==> src/rtl/wb_arbiter.sv <==
// wb_arbiter: writeback arbiter driving the register-file write port from two sources.
//   - ALU path (alu_valid/alu_rd/alu_data): single cycle, normally has priority.
//   - LSU path (lsu_valid/lsu_ready/lsu_rd/lsu_data): buffered in a FIFO_DEPTH-entry FIFO.
// Outputs wen/wraddr/wrdata are registered, one cycle after the grant.
// An ALU write to rd kills (clears live on) every buffered entry with the same rd, so an
// older load result can never overwrite a younger ALU result. A killed head still pops,
// but with wen=0. fifo_count reports occupancy including killed entries.
// Optional feature, macro WB_STARVE_GUARD_EN: after STARVE_MAX consecutive ALU wins over a
// live FIFO head, alu_stall is raised for one cycle and the head is popped instead.
// Without the macro alu_stall is constant 0 and the ALU always wins.
// Reset: rst, asynchronous, active-high.
module wb_arbiter #(
   parameter int unsigned FIFO_DEPTH = 4,
   parameter int unsigned STARVE_MAX = 8
) (
   input  logic                          clk,
   input  logic                          rst,
   input  logic                          alu_valid,
   input  logic [4:0]                    alu_rd,
   input  logic [31:0]                   alu_data,
   output logic                          alu_stall,
   input  logic                          lsu_valid,
   output logic                          lsu_ready,
   input  logic [4:0]                    lsu_rd,
   input  logic [31:0]                   lsu_data,
   output logic                          wen,
   output logic [4:0]                    wraddr,
   output logic [31:0]                   wrdata,
   output logic [$clog2(FIFO_DEPTH):0]   fifo_count
);

   localparam int unsigned PtrW = $clog2(FIFO_DEPTH);
   localparam int unsigned CntW = PtrW + 1;

   if (FIFO_DEPTH < 2 || (FIFO_DEPTH & (FIFO_DEPTH - 1)) != 0 || STARVE_MAX < 1)
   begin : g_param_check
      $error("wb_arbiter: FIFO_DEPTH must be a power of 2 >= 2 and STARVE_MAX >= 1");
   end

   // FIFO storage; only the live bits need a reset value.
   logic [FIFO_DEPTH-1:0] live_q, live_d;
   logic [4:0]            rd_q   [FIFO_DEPTH];
   logic [31:0]           data_q [FIFO_DEPTH];
   logic [PtrW-1:0]       rd_ptr_q, rd_ptr_d;
   logic [PtrW-1:0]       wr_ptr_q, wr_ptr_d;
   logic [CntW-1:0]       count_q, count_d;

   logic                  alu_stall_q, alu_stall_d;
   logic                  wen_q, wen_d;
   logic [4:0]            wraddr_q, wraddr_d;
   logic [31:0]           wrdata_q, wrdata_d;

   logic alu_grant, pop, push, kill, fifo_full, fifo_empty, head_live;

   assign fifo_full  = (count_q == CntW'(FIFO_DEPTH));
   assign fifo_empty = (count_q == '0);
   // No pass-through: readiness depends on the registered count only.
   assign lsu_ready  = !fifo_full;
   assign head_live  = !fifo_empty && live_q[rd_ptr_q];

   assign alu_grant  = alu_valid && !alu_stall_q;
   assign pop        = !alu_grant && !fifo_empty;
   // A zero-rd LSU result completes its handshake but is dropped.
   assign push       = lsu_valid && lsu_ready && (lsu_rd != 5'd0);
   assign kill       = alu_grant && (alu_rd != 5'd0);

   always_comb begin
      live_d   = live_q;
      rd_ptr_d = rd_ptr_q;
      wr_ptr_d = wr_ptr_q;
      count_d  = count_q;

      if (kill) begin
         for (int unsigned i = 0; i < FIFO_DEPTH; i++) begin
            if (rd_q[i] == alu_rd) live_d[i] = 1'b0;
         end
      end
      if (pop) begin
         live_d[rd_ptr_q] = 1'b0;
         rd_ptr_d         = rd_ptr_q + PtrW'(1);
      end
      // Applied after the kill: a same-cycle enqueue is younger than the ALU write.
      if (push) begin
         live_d[wr_ptr_q] = 1'b1;
         wr_ptr_d         = wr_ptr_q + PtrW'(1);
      end

      unique case ({push, pop})
         2'b10:   count_d = count_q + CntW'(1);
         2'b01:   count_d = count_q - CntW'(1);
         default: count_d = count_q;
      endcase
   end

   always_comb begin
      wen_d    = 1'b0;
      wraddr_d = wraddr_q;
      wrdata_d = wrdata_q;
      if (alu_grant) begin
         wen_d    = (alu_rd != 5'd0);
         wraddr_d = alu_rd;
         wrdata_d = alu_data;
      end else if (pop) begin
         wen_d    = live_q[rd_ptr_q];
         wraddr_d = rd_q[rd_ptr_q];
         wrdata_d = data_q[rd_ptr_q];
      end
   end

`ifdef WB_STARVE_GUARD_EN
   localparam int unsigned StW = $clog2(STARVE_MAX + 1);
   logic [StW-1:0] starve_q, starve_d;

   always_comb begin
      starve_d    = starve_q;
      alu_stall_d = 1'b0;
      if (pop || fifo_empty) begin
         starve_d = '0;
      end else if (alu_grant && head_live) begin
         if (starve_q == StW'(STARVE_MAX - 1)) begin
            // This win is number STARVE_MAX: stall the ALU next cycle so the head pops.
            alu_stall_d = 1'b1;
            starve_d    = '0;
         end else begin
            starve_d = starve_q + StW'(1);
         end
      end
   end

   always_ff @(posedge clk or posedge rst) begin
      if (rst) starve_q <= '0;
      else     starve_q <= starve_d;
   end
`else
   assign alu_stall_d = 1'b0;
`endif

   always_ff @(posedge clk or posedge rst) begin
      if (rst) begin
         live_q      <= '0;
         rd_ptr_q    <= '0;
         wr_ptr_q    <= '0;
         count_q     <= '0;
         alu_stall_q <= 1'b0;
         wen_q       <= 1'b0;
         wraddr_q    <= '0;
         wrdata_q    <= '0;
      end else begin
         live_q      <= live_d;
         rd_ptr_q    <= rd_ptr_d;
         wr_ptr_q    <= wr_ptr_d;
         count_q     <= count_d;
         alu_stall_q <= alu_stall_d;
         wen_q       <= wen_d;
         wraddr_q    <= wraddr_d;
         wrdata_q    <= wrdata_d;
      end
   end

   always_ff @(posedge clk) begin
      if (push) begin
         rd_q[wr_ptr_q]   <= lsu_rd;
         data_q[wr_ptr_q] <= lsu_data;
      end
   end

   assign alu_stall  = alu_stall_q;
   assign wen        = wen_q;
   assign wraddr     = wraddr_q;
   assign wrdata     = wrdata_q;
   assign fifo_count = count_q;

endmodule
==> config.mk <==
export PLATFORM = sky130hd
export DESIGN_NAME = wb_arbiter
export DESIGN_NICKNAME = d
export VERILOG_FILES = /design/src/rtl/wb_arbiter.sv
export SDC_FILE = /design/constraint.sdc
export NUM_CORES = 1
export LEC_CHECK = 0
export ABC_AREA = 1
export BUFFER_PORTS_ARGS = -buffer_cell sky130_fd_sc_hd__buf_2
export CORE_MARGIN = 3
export CORE_UTILIZATION = 35
export CTS_CLUSTER_DIAMETER = 50
export DETAILED_ROUTE_END_ITERATION = 6
export HOLD_SLACK_MARGIN = 0.12
export PLACE_DENSITY = 0.58
export SLEW_MARGIN = 30
export SYNTH_ARGS = -nofsm -noshare
export SYNTH_HDL_FRONTEND = slang
export SYNTH_SLANG_ARGS = --single-unit
==> constraint.sdc <==
create_clock -name clk -period 2.36 [get_ports clk]
set_clock_uncertainty 0.1 [all_clocks]
set_input_delay 0.472 -clock clk [delete_from_list [all_inputs] [get_ports clk]]
set_output_delay 0.472 -clock clk [all_outputs]
set_load 0.02 [all_outputs]
==> flow_summary_export.csv <==
group,metric,value,unit
global_routing,antenna_found_initial,4,
worst_setup_path,path_max_fanout,28,
outcome,status,"complete, no violations",
timing,maxSlewHeadroom,45.6,%
layout,finalNetCount,1018,
die,dieWidth,162,um
worst_setup_path,worstSetupPathType,"flop to flop",
yosys,synth.top_cells.by_area,"edfxtp_1 (52%), dfrtp_1 (14%), nand2_1 (10%), inv_1 (4.1%), a21oi_1 (4.0%)",
timing,fmax,449,MHz
layout,drive_gt1_share,19.3,%
worst_setup_path,path_common_cell,"nand2_1",
worst_setup_path,r2r_start,"fifo_count[0]$_DFFE_PP0P_",
place,hpwl,12800,um
detailed_routing,ant_nets,0,
clock_tree,cts_resized,0,
detailed_routing,drc,0,
worst_setup_path,crit_path_end_kind,"flop",
power_and_ir_drop,powerDensity,1180,mW/mm^2
layout,final_common_cell,"nand2_1",
worst_setup_path,reg2reg_depth,8,
worst_setup_path,cp.required,2380,ps
worst_hold_path,min_path_cells,1,
layout,synthToLayoutAreaGrowth,18.3,%
yosys,ys_ff_latch,197,
yosys,yosys.area.top_type,"edfxtp_1",
detailed_routing,wl,19900,um
worst_setup_path,crit_path_cell_trace,"nor2_2 > a21boi_0 > nand2_1 > buf_4 > inv_1 > nand2_1 > inv_2 > buf_12",
clock_tree,path_clk_slew,70,ps
worst_hold_path,worstHoldEndpoint,"data_q[2][29]$_DFFE_PP_",
yosys,syn_nets,903,
global_routing,grt_pass1_wl,31500,um
detailed_routing,via_per_inst,4.66,
power_and_ir_drop,vdd_drop_max,0.000699,V
timing,maxSlewViolCount,0,
flow_run,maxCapViolCount,0,
worst_setup_path,reg2reg_to,"data_q[3][25]$_DFFE_PP_",
yosys,syn_inst,815,
worst_setup_path,crit_path_top_delay_cell,"dfrtp_1",
timing,fin_hold_ws,164,ps
timing,period_share,94.5,%
die,ioPinCount,121,
layout,antenna_cells,0,
place,globalplace.congestion,0.793,
clock_tree,clk_latency,430,ps
clock_tree,ctsHoldBuffers,1,
yosys,synth_cell_type_count,25,
die,placementRows,56,
worst_setup_path,worst_ep_arrival_time,2250,ps
global_routing,grt_pass1_vias,5816,
timing,rsz0062_at_grt,"no",
clock_tree,cts_setup_buffers,0,
timing,worst_pin_slew,815,ps
clock_tree,cts_tree,"yes",
detailed_routing,initialDrtViolationCount,410,
worst_hold_path,min_from,"lsu_data[29]",
worst_hold_path,min_path_type,"input pin to flop",
global_routing,grt_overflow,0,
yosys,synth_top_area_share,52.0,%
die,core_region_area,0.0238,mm^2
global_routing,grt_usage,15.5,%
yosys,yosys_warnings,0,
detailed_routing,wire_per_inst,15.8,um
yosys,syn_avg_cell_area,10.5,um^2
yosys,synth_area,0.00855,mm^2
global_routing,grt_max_degree,114,
clock_tree,root_buffer,"clkbuf_16",
timing,fin_ws,131,ps
timing,setup_viol,0,
clock_tree,clockBufferDepth,2,
timing,hold_viol,0,
power_and_ir_drop,power.leakage,4.35,nW
clock_tree,cts_made_buffers,17,
clock_tree,clock_sinks,197,
timing,min_period,2230,ps
detailed_routing,first_pass_iters,5,
worst_setup_path,ff2ff_setup_slack,130,ps
die,start_util,36.0,%
die,die_area,0.0263,mm^2
clock_tree,cts_max_level,4,
worst_setup_path,cp-start-kind,"flop",
layout,final_cell_mix,"nand2_1 (238), edfxtp_1 (148), buf_2 (119)",
yosys,ys_seq_area_share,66.3,%
detailed_routing,routed-via-count,5883,
die,fp.dieH,162,um
worst_setup_path,critPathMaxStageDelay,420,ps
place,port_buffers,119,
place,post-place-ws,17.3,ps
## per-stage QoR
stage	area, um^2	utilization [%]	TNS [ps]	total power (W)	cells
2_1_floorplan	8550	-	0	0.00781	815
5_1_grt	10100	42.6	0	0.0128	1262
6_report	10100	42.6	0	0.0120	1262
4_1_cts	10100	42.6	0	0.0121	1262
3_5_place_dp	9500	40.0	0	0.00913	1229
3_3_place_gp	9500	40.0	-5.74	0.00908	1229
## critical path, delay by kind of cell (launching register included)
family / cells / cell delay, ps
AOI/OAI and AO/OA: 1 / 220
buffers and inverters: 4 / 820
DFF: 1 / 420
and+or+nand+nor: 3 / 330
## final cells by class
type                            count  area (um^2)
Timing Repair Buffer              140          831
Clock inverter                     13          171
Sequential cell                   197         5680
Clock buffer                       19          433
Fill cell                        2242        13600
Tap cell                          319          399
Inverter                           97          364
Multi-Input combinational cell    477         2240
## cell families (layout without fill, tap and decap cells)
family	Yosys count	after routing	share of synthesized area [%]
AOI/OAI and AO/OA	152	152	9.54
other	1	1	0.0439
xor gates and xnor gates	16	16	1.64
DFF	197	197	66.3
and+or+nand+nor	298	298	13.4
adders and majority gates	10	10	1.55
buffers and inverters	141	269	7.47
## worst max-delay path by stage
stage / startpoint / endpoint / slack (ps)
after detailed placement: lsu_rd[2] / fifo_count[2]$_DFFE_PP0P_ / 20
after floorplan: fifo_count[0]$_DFFE_PP0P_ / data_q[0][0]$_DFFE_PP_ / 90
after global placement: lsu_rd[2] / fifo_count[2]$_DFFE_PP0P_ / -6
after global routing: fifo_count[0]$_DFFE_PP0P_ / data_q[3][13]$_DFFE_PP_ / 20
final: fifo_count[0]$_DFFE_PP0P_ / data_q[3][25]$_DFFE_PP_ / 130
after CTS: fifo_count[0]$_DFFE_PP0P_ / data_q[3][25]$_DFFE_PP_ / 150
## registers in the layout, indices dropped and copies added, names as in the netlist
register	flops
wen	1
rd_q	20
fifo_count	3
wraddr	5
live_q	4
data_q	128
wr_ptr_q	2
wrdata	32
rd_ptr_q	2
## cells in the mapped netlist, drive strengths merged
| library cell | count |
|---|---|
| xnor2 | 13 |
| fa | 1 |
| inv | 97 |
| o22ai | 2 |
| edfxtp | 148 |
| conb | 1 |
| a31oi | 32 |
| a21oi | 69 |
| xor2 | 3 |
| dfrtp | 49 |
| nor2 | 44 |
| a21boi | 1 |
| nand3 | 15 |
| ha | 9 |
| o211ai | 4 |
| o21ai | 44 |
| buf | 29 |
| nand2 | 238 |
| nor3 | 1 |
| clkbuf | 15 |
## report_power, final
group | switching [W] | leakage, nW | total, W | internal (W)
Combinational | 0.00263 | 2.14 | 0.00388 | 0.00125
Clock | 0.00127 | 0.282 | 0.00296 | 0.00168
Sequential | 0.000430 | 1.93 | 0.00512 | 0.00469
## metal layers
| metal | global-route usage, % | vias to the layer above | share of wire, % |
|---|---|---|---|
| li1 | - | 2919 | - |
| met1 | 20.6 | 2772 | 45 |
| met2 | 25.6 | 160 | 48 |
| met3 | 3.57 | 24 | 4.7 |
| met4 | 4.54 | 8 | 1.4 |
| met5 | 0 | - | 0.31 |
Note: power is estimated with default switching activity, not from simulation.
